==> src/rtl/bcx_pkg.sv <==
// bcx_pkg: shared block geometry, byte-count type and fill/full state for the block deserializer.
package bcx_pkg;
    localparam int BLOCK_BYTES = 44;
    localparam int STATE_WIDTH = 8 * BLOCK_BYTES;
    typedef logic [5:0] count_t;
    typedef enum logic {FILL, FULL} state_t;
endpackage

==> src/rtl/byte_counter.sv <==
// byte_counter: byte position within a block; load-0 beats load-1 beats increment, increment wraps at LAST.
module byte_counter
    import bcx_pkg::*;
#(
    parameter count_t LAST = count_t'(BLOCK_BYTES - 1)
) (
    input  logic   clk,
    input  logic   rst_n,
    input  logic   load0,
    input  logic   load1,
    input  logic   inc,
    output count_t count
);
    always_ff @(posedge clk or negedge rst_n) begin
        if (!rst_n) count <= '0;
        else if (load0) count <= '0;
        else if (load1) count <= count_t'(1);
        else if (inc) count <= (count == LAST) ? '0 : count + count_t'(1);
    end
endmodule

==> src/rtl/block_deserializer.sv <==
// block_deserializer: packs a byte stream MSB-first into BLOCK_BYTES-wide blocks with a one-deep hold.
// Optional start-of-block resync and its discard counter are enabled by defining SOF_RESYNC_EN.
module block_deserializer #(
    parameter int BLOCK_BYTES = bcx_pkg::BLOCK_BYTES,
    parameter int STATE_WIDTH = 8 * BLOCK_BYTES
) (
    input  logic                   clk,
    input  logic                   rst_n,
    input  logic                   write_valid,
    input  logic [7:0]             block_data,
    output logic                   write_ready,
    input  logic                   read,
    output logic                   full,
`ifdef SOF_RESYNC_EN
    input  logic                   block_start,
    output logic [7:0]             resync_count,
`endif
    output logic [STATE_WIDTH-1:0] out
);
    import bcx_pkg::*;
    state_t state;
    count_t count, idx;
    logic   accept, last, sof;
`ifdef SOF_RESYNC_EN
    assign sof = block_start & (state == FILL);
`else
    assign sof = 1'b0;
`endif
    assign write_ready = (state == FILL) | read;
    assign accept = write_valid & write_ready;
    // A byte taken while draining FULL, or flagged as start, always lands in slot 0.
    assign idx  = (state == FULL || sof) ? '0 : count;
    assign last = idx == count_t'(BLOCK_BYTES - 1);
    assign full = state == FULL;
    byte_counter #(.LAST(count_t'(BLOCK_BYTES - 1))) u_cnt (
        .clk   (clk),
        .rst_n (rst_n),
        .load0 (accept & last),
        .load1 (accept & ~last & (idx == '0)),
        .inc   (accept),
        .count (count)
    );
    always_ff @(posedge clk or negedge rst_n) begin
        if (!rst_n) state <= FILL;
        else if (accept && last) state <= FULL;
        else if (state == FULL && read) state <= FILL;
    end
    always_ff @(posedge clk or negedge rst_n) begin
        if (!rst_n) out <= '0;
        else if (accept)
            for (int i = 0; i < BLOCK_BYTES; i++)
                if (idx == count_t'(i)) out[STATE_WIDTH-1-8*i -: 8] <= block_data;
    end
`ifdef SOF_RESYNC_EN
    always_ff @(posedge clk or negedge rst_n) begin
        if (!rst_n) resync_count <= '0;
        else if (accept && sof && count != '0 && resync_count != 8'hFF) resync_count <= resync_count + 8'd1;
    end
`endif
endmodule

==> config.mk <==
export PLATFORM = sky130hd
export DESIGN_NAME = block_deserializer
export DESIGN_NICKNAME = d
export VERILOG_FILES = /design/src/rtl/bcx_pkg.sv /design/src/rtl/byte_counter.sv /design/src/rtl/block_deserializer.sv
export SDC_FILE = /design/constraint.sdc
export NUM_CORES = 1
export LEC_CHECK = 0
export BUFFER_PORTS_ARGS = -buffer_cell sky130_fd_sc_hd__buf_2
export CAP_MARGIN = 30
export CELL_PAD_IN_SITES_DETAIL_PLACEMENT = 1
export CELL_PAD_IN_SITES_GLOBAL_PLACEMENT = 2
export CORE_UTILIZATION = 39
export CTS_CLUSTER_DIAMETER = 150
export DETAILED_ROUTE_END_ITERATION = 7
export GPL_TIMING_DRIVEN = 0
export PLACE_DENSITY = 0.84
export SYNTH_ARGS = -nofsm -noshare
export SYNTH_HDL_FRONTEND = slang
export SYNTH_SLANG_ARGS = --single-unit
==> constraint.sdc <==
create_clock -name clk -period 3.4 [get_ports clk]
set_input_delay 0 -clock clk [delete_from_list [all_inputs] [get_ports clk]]
set_output_delay 0 -clock clk [all_outputs]
set_load 0.005 [all_outputs]
Word-level counts from Yosys, hierarchy flattened
Cells that the tools add are included.
{ "word_totals": {"ff_bits": 359, "inputBits": 12} }
{ "op_classes": {"n_addsub": 1, "eq_ne": 44, "muxes": 7, "n_bitwise": 7, "reduce_logical": 49} }
{ "op_table": {"columns": ["operator", "count"], "rows": [
  ["6-bit by 5-bit == test with 1-bit output, second input constant", 16],
  ["2-bit AND reduction", 44],
  ["6-bit == test, second input constant", 13],
  ["6-bit by 4-bit == test with 1-bit output, second input constant", 8],
  ["6-bit two-way mux", 5],
  ["6-bit by 3-bit == test with 1-bit output, second input constant", 4],
  ["6-bit by 2-bit == test with 1-bit output, second input constant", 2],
  ["6-bit by 1-bit adder with 6-bit output, second input constant", 1],
  ["6-bit by 1-bit == test with 1-bit output, second input constant", 1],
  ["6-bit zero test", 1],
  ["1-bit AND", 4],
  ["3-bit nonzero test", 1],
  ["1-bit logical AND", 2],
  ["1-bit two-way mux", 2],
  ["1-bit NOT", 2],
  ["2-bit nonzero test", 1],
  ["1-bit OR", 1]
]} }

Logic depth before layout (Yosys ltp)
{ "logic_depth": {"depth_word": 7, "depth_mapped": 7, "ltp_nobuf": 4} }

By module
A second synthesis with hierarchy kept.
{ "unflattened": {"cells_unflattened": 858, "area_unflattened_um2": 14373.8} }
{ "modules_own_cells": {"columns": ["module", "instances", "cells_per_inst", "area_each_um2", "seq_area_each_um2"], "rows": [
  ["block_deserializer", 1, 821, 14005.9, 8833.5],
  ["byte_counter", 1, 37, 367.9, 150.1]
]} }

Worst setup path after synthesis
No wires, ideal clock.
{ "synth_timing": {"kind": "register -> register", "start": "register state, in the netlist full", "end": "register out[280]", "arrival_time_ps": 1751, "required_time_ps": 3275, "slack_ps": 1524, "stages_incl_launch_ff": 8, "path_buffers": 3, "period_less_slack_ps": 1876, "cell_sequence": "dfrtp_1 -> buf_2 -> and2_1 -> o21a_1 -> buf_2 -> buf_4 -> nand2_1 -> mux2_2"} }
{ "synth_between": {"elab_chain_len": 4, "word_cells_on_any_way": 6} }
{ "synth_rtl": {"columns": ["element", "line_no", "rtl"], "rows": [
  ["start: declaration", "block_deserializer.sv:21", "state_t state;"],
  ["start signal: assignment", "block_deserializer.sv:44", "if (!rst_n) state <= FILL;"],
  ["start signal: assignment", "block_deserializer.sv:45", "else if (accept && last) state <= FULL;"],
  ["start signal: assignment", "block_deserializer.sv:46", "else if (state == FULL && read) state <= FILL;"],
  ["parallel branches: the longest is 3 deep, another holds 6-bit two-way mux", null, null],
  ["2-bit AND reduction (no line) (*)", null, null],
  ["end signal: indexed assignment", "block_deserializer.sv:52", "if (idx == count_t'(i)) out[STATE_WIDTH-1-8*i -: 8] <= block_data;"],
  ["end: declaration", "block_deserializer.sv:18", "output logic [STATE_WIDTH-1:0] out"]
]} }
Mark *: on every way between the ends.
A chain may end at the register's enable or synchronous reset.

Worst setup path in the final report
{ "layout_timing": {"start": "register state, in the netlist full", "end": "register out[185]"} }
{ "layout_between": {"elab_chain_len": 4, "word_cells_on_any_way": 6} }
{ "layout_rtl": {"columns": ["element"], "rows": [
  ["parallel branches: the longest is 3 deep, another holds 6-bit two-way mux"],
  ["2-bit AND reduction (no line) (*)"]
]} }
Marks and branches as above.

==> key figures <==
Yosys
  • Ys flop type: dfrtp_1
  • Cells after synthesis: 866
  • Number of enable flip-flop cells after synthesis: 0
  • YS warnings: 0
  • Area leader, netlist: dfrtp_1
  • Commonest cells in the synthesized netlist: dfrtp_1, mux2_2, clkbuf_1
  • #FFs+latches synth: 359
  • Unique masters post-synth: 40
  • Syn Area/Cell: 16.0 um2
  • Sequential share of the synthesized area: 65.0%
  • Dominant cell by count in the synthesized netlist: dfrtp_1
  • Async SR Flop Fraction: 100%
  • Mapped Area: 0.0138 mm2
  • Synth top area share: 65.0%
  • Net Count, Synth: 879
  • Area contributors post-synth: dfrtp_1, mux2_2, clkbuf_1

STA
  • # setup viols final: 0
  • Hold WS: 0.0185 ns
  • Fin crit share: 75.0%
  • Skew final: 0.0147 ns
  • Worst-Margin Slew: 0.831 ns
  • Fin. Hold Viols: 0
  • Max Fclk: 392 MHz
  • RSZ-0062 raised after global routing: false
  • Tmin final: 2.55 ns
  • Final Slew Violations: 0
  • Rel. slew slack: 44.3%

Clock network
  • H-tree depth: 2
  • Post_cts resized: 0
  • CTS root buf: clkbuf_16
  • Post-CTS Hold Fix Bufs: 11
  • Worst skew pair latency: 0.55 ns
  • CTS tree: built
  • Max Root-Sink Buffers: 3
  • Clk sinks: 359
  • Post-CTS Setup Bufs: 0
  • Clk pin slew, worst setup/hold paths: 0.06 ns
  • Num CTS Buffers: 40

Setup path
  • Req. time, crit path: 3.83 ns
  • CP Capture Type: flop
  • WS Path Type: flop to flop
  • Worst Path Arrival: 2.98 ns
  • Startpoint types: flop
  • CP Max Fanout: 10

Pwr
  • Sw Pwr: 3.62 mW
  • Pwr Total: 13.0 mW
  • Leakage power: 9.85 nW
  • Pwr Density: 731 mW/mm2
  • Switching part of the total power: 27.9%
  • P_int: 9.34 mW
  • Reg power frac: 44.2%
  • Comb pwr share: 22.2%
  • Peak VDD IR: 0.496 mV
  • Clock group share of total power: 33.6%

Floorplan
  • I/O Pins: 366
  • Die area: 0.0362 mm2
  • Floorplan core area: 0.0347 mm2
  • Row cnt: 68
  • Die height: 190 um
  • Initial core utilization: 39.8%
  • Die Wd: 190 um

Global route
  • First-pass GRT wire length: 62900 um
  • Initial antenna violation count: 0
  • Vias in the first global route: 9667
  • GRT Util Overall: 23.5%
  • Global route total overflow: 0
  • Largest net degree at the start of global routing: 124

Detailed routing
  • Final ANT Viol Nets: 0
  • Via count: 8915
  • Drt first pass iters: 6
  • Residual DRC count: 0
  • Drt total wl: 41800 um
  • Post-DR vias/cell: 5.05
  • DR WL/cell: 23.6 um
  • DRT iter0 DRCs: 300

Finish
  • Final Non-Filler Cells: 1766
  • Fin area: 0.0177 mm2
  • Fin util: 51.0%
  • Filler Cells Inserted: 3507
  • Final net count: 1299
  • Layout area overhead: 28.2%
  • Share of cells above drive strength 1: 61.6%
  • Ant diodes: 0

Place
  • DP HPWL: 28800 um
  • Placed Cells: 1688
  • Cell Area, Placed: 0.0163 mm2
  • Final Wtd Congestion: 0.764
  • # port buffers: 364

Run status
  • Outcome: finished clean

Run
  • Max-cap violations: 0

Hold path
  • Worst Hold Class: primary input to flop
[stage by stage]
step,worst slack (ns),setup TNS [ns]
CTS,0.786,0
global route,0.675,0
detailed placement,0.840,0
finish,0.850,0
floorplan,1.52,0
global placement,-4.64,-1651.26
[path summary, 6_finish.rpt]
check / startpoint / to / slack (ns) / depth (start not counted)
worst min-delay path: block_data[1] / out[97]$_DFFE_PN0P_ / 0.02 / 2
worst max-delay path: full$_DFFE_PN0P_ / out[185]$_DFFE_PN0P_ / 0.85 / 5
worst min register to register: out[335]$_DFFE_PN0P_ / out[335]$_DFFE_PN0P_ / 0.49 / 1
min in group asynchronous: rst_n / out[240]$_DFFE_PN0P_ / 0.53 / 3
worst max register to register: full$_DFFE_PN0P_ / out[185]$_DFFE_PN0P_ / 0.85 / 5
max in group asynchronous: rst_n / out[51]$_DFFE_PN0P_ / 1.47 / 5
[final cells by class]
type                    instances  area [um2]  share of cell area (%)
flip-flops and latches        359        8980                    50.7
plain buffers                  48         199                    1.12
well taps                     455         569                    3.21
clock inverters                 9         156                   0.883
clock buffers                  58        1150                    6.49
multi-input cells             459        4640                    26.2
repair buffers                378        2020                    11.4
[worst max-delay path, cell delays in order (launching register included)]
cell and delay, ns:
dfrtp_1 0.43, buf_2 0.20, nor3_1 0.31, nor2b_1 0.63, nand2_1 0.47, mux2_2 0.40
[routing by layer]
layer	share of wire (%)	GRT usage [%]	wire, um
met5	0	0	0
met4	2.2	6.52	931
met3	7.3	6.68	3060
met2	48	38.2	19900
met1	43	30.6	17900
[sequential cells by signal, summed over array words and instances, names as in the netlist]
signal       cells
u_cnt.count      6
full             1
out            352
[power groups by stage]
stage          combinational (mW)  clock (mW)  sequential (mW)
4_1_cts                      2.93        4.48             5.73
3_3_place_gp                 2.83           0             5.71
2_1_floorplan                1.25           0             5.83
3_5_place_dp                 2.90           0             5.78
6_report                     2.88        4.35             5.73
5_1_grt                      3.14        4.63             5.85
[logic make-up (layout without fill, tap and decap cells)]
kind of cell / after synthesis / after routing / synth area share [%]
muxes: 353 / 353 / 28.8
adders and majority gates: 1 / 1 / 0.0905
AOI/OAI and AO/OA: 12 / 12 / 0.580
buffers and inverters: 48 / 493 / 1.44
and+or+nand+nor: 93 / 93 / 4.12
DFF: 359 / 359 / 65.0
[cells in the final DEF, fill, tap and decap left out, types with 2 or more instances in the layout]
| cell type | instances |
|---|---|
| buf_2 | 375 |
| dfrtp_1 | 359 |
| mux2_2 | 347 |
| clkbuf_1 | 45 |
| clkbuf_16 | 41 |
| nand2_1 | 28 |
| nand2_2 | 12 |
| dlygate4sd3_1 | 11 |
| nand3_1 | 9 |
| nor2_1 | 6 |
| clkbuf_8 | 6 |
| nand2b_1 | 5 |
| mux2_1 | 5 |
| and2_1 | 4 |
| nor3_4 | 4 |
| bufinv_16 | 4 |
| nor3b_1 | 3 |
| nor3_2 | 3 |
| nand4_1 | 3 |
| a21oi_1 | 3 |
| buf_16 | 3 |
| nor3_1 | 2 |
| or3b_1 | 2 |
| nor2_2 | 2 |
| a21o_1 | 2 |
| o21ai_0 | 2 |
| inv_6 | 2 |
| clkinv_2 | 2 |
(Power assumes the default switching activity.)
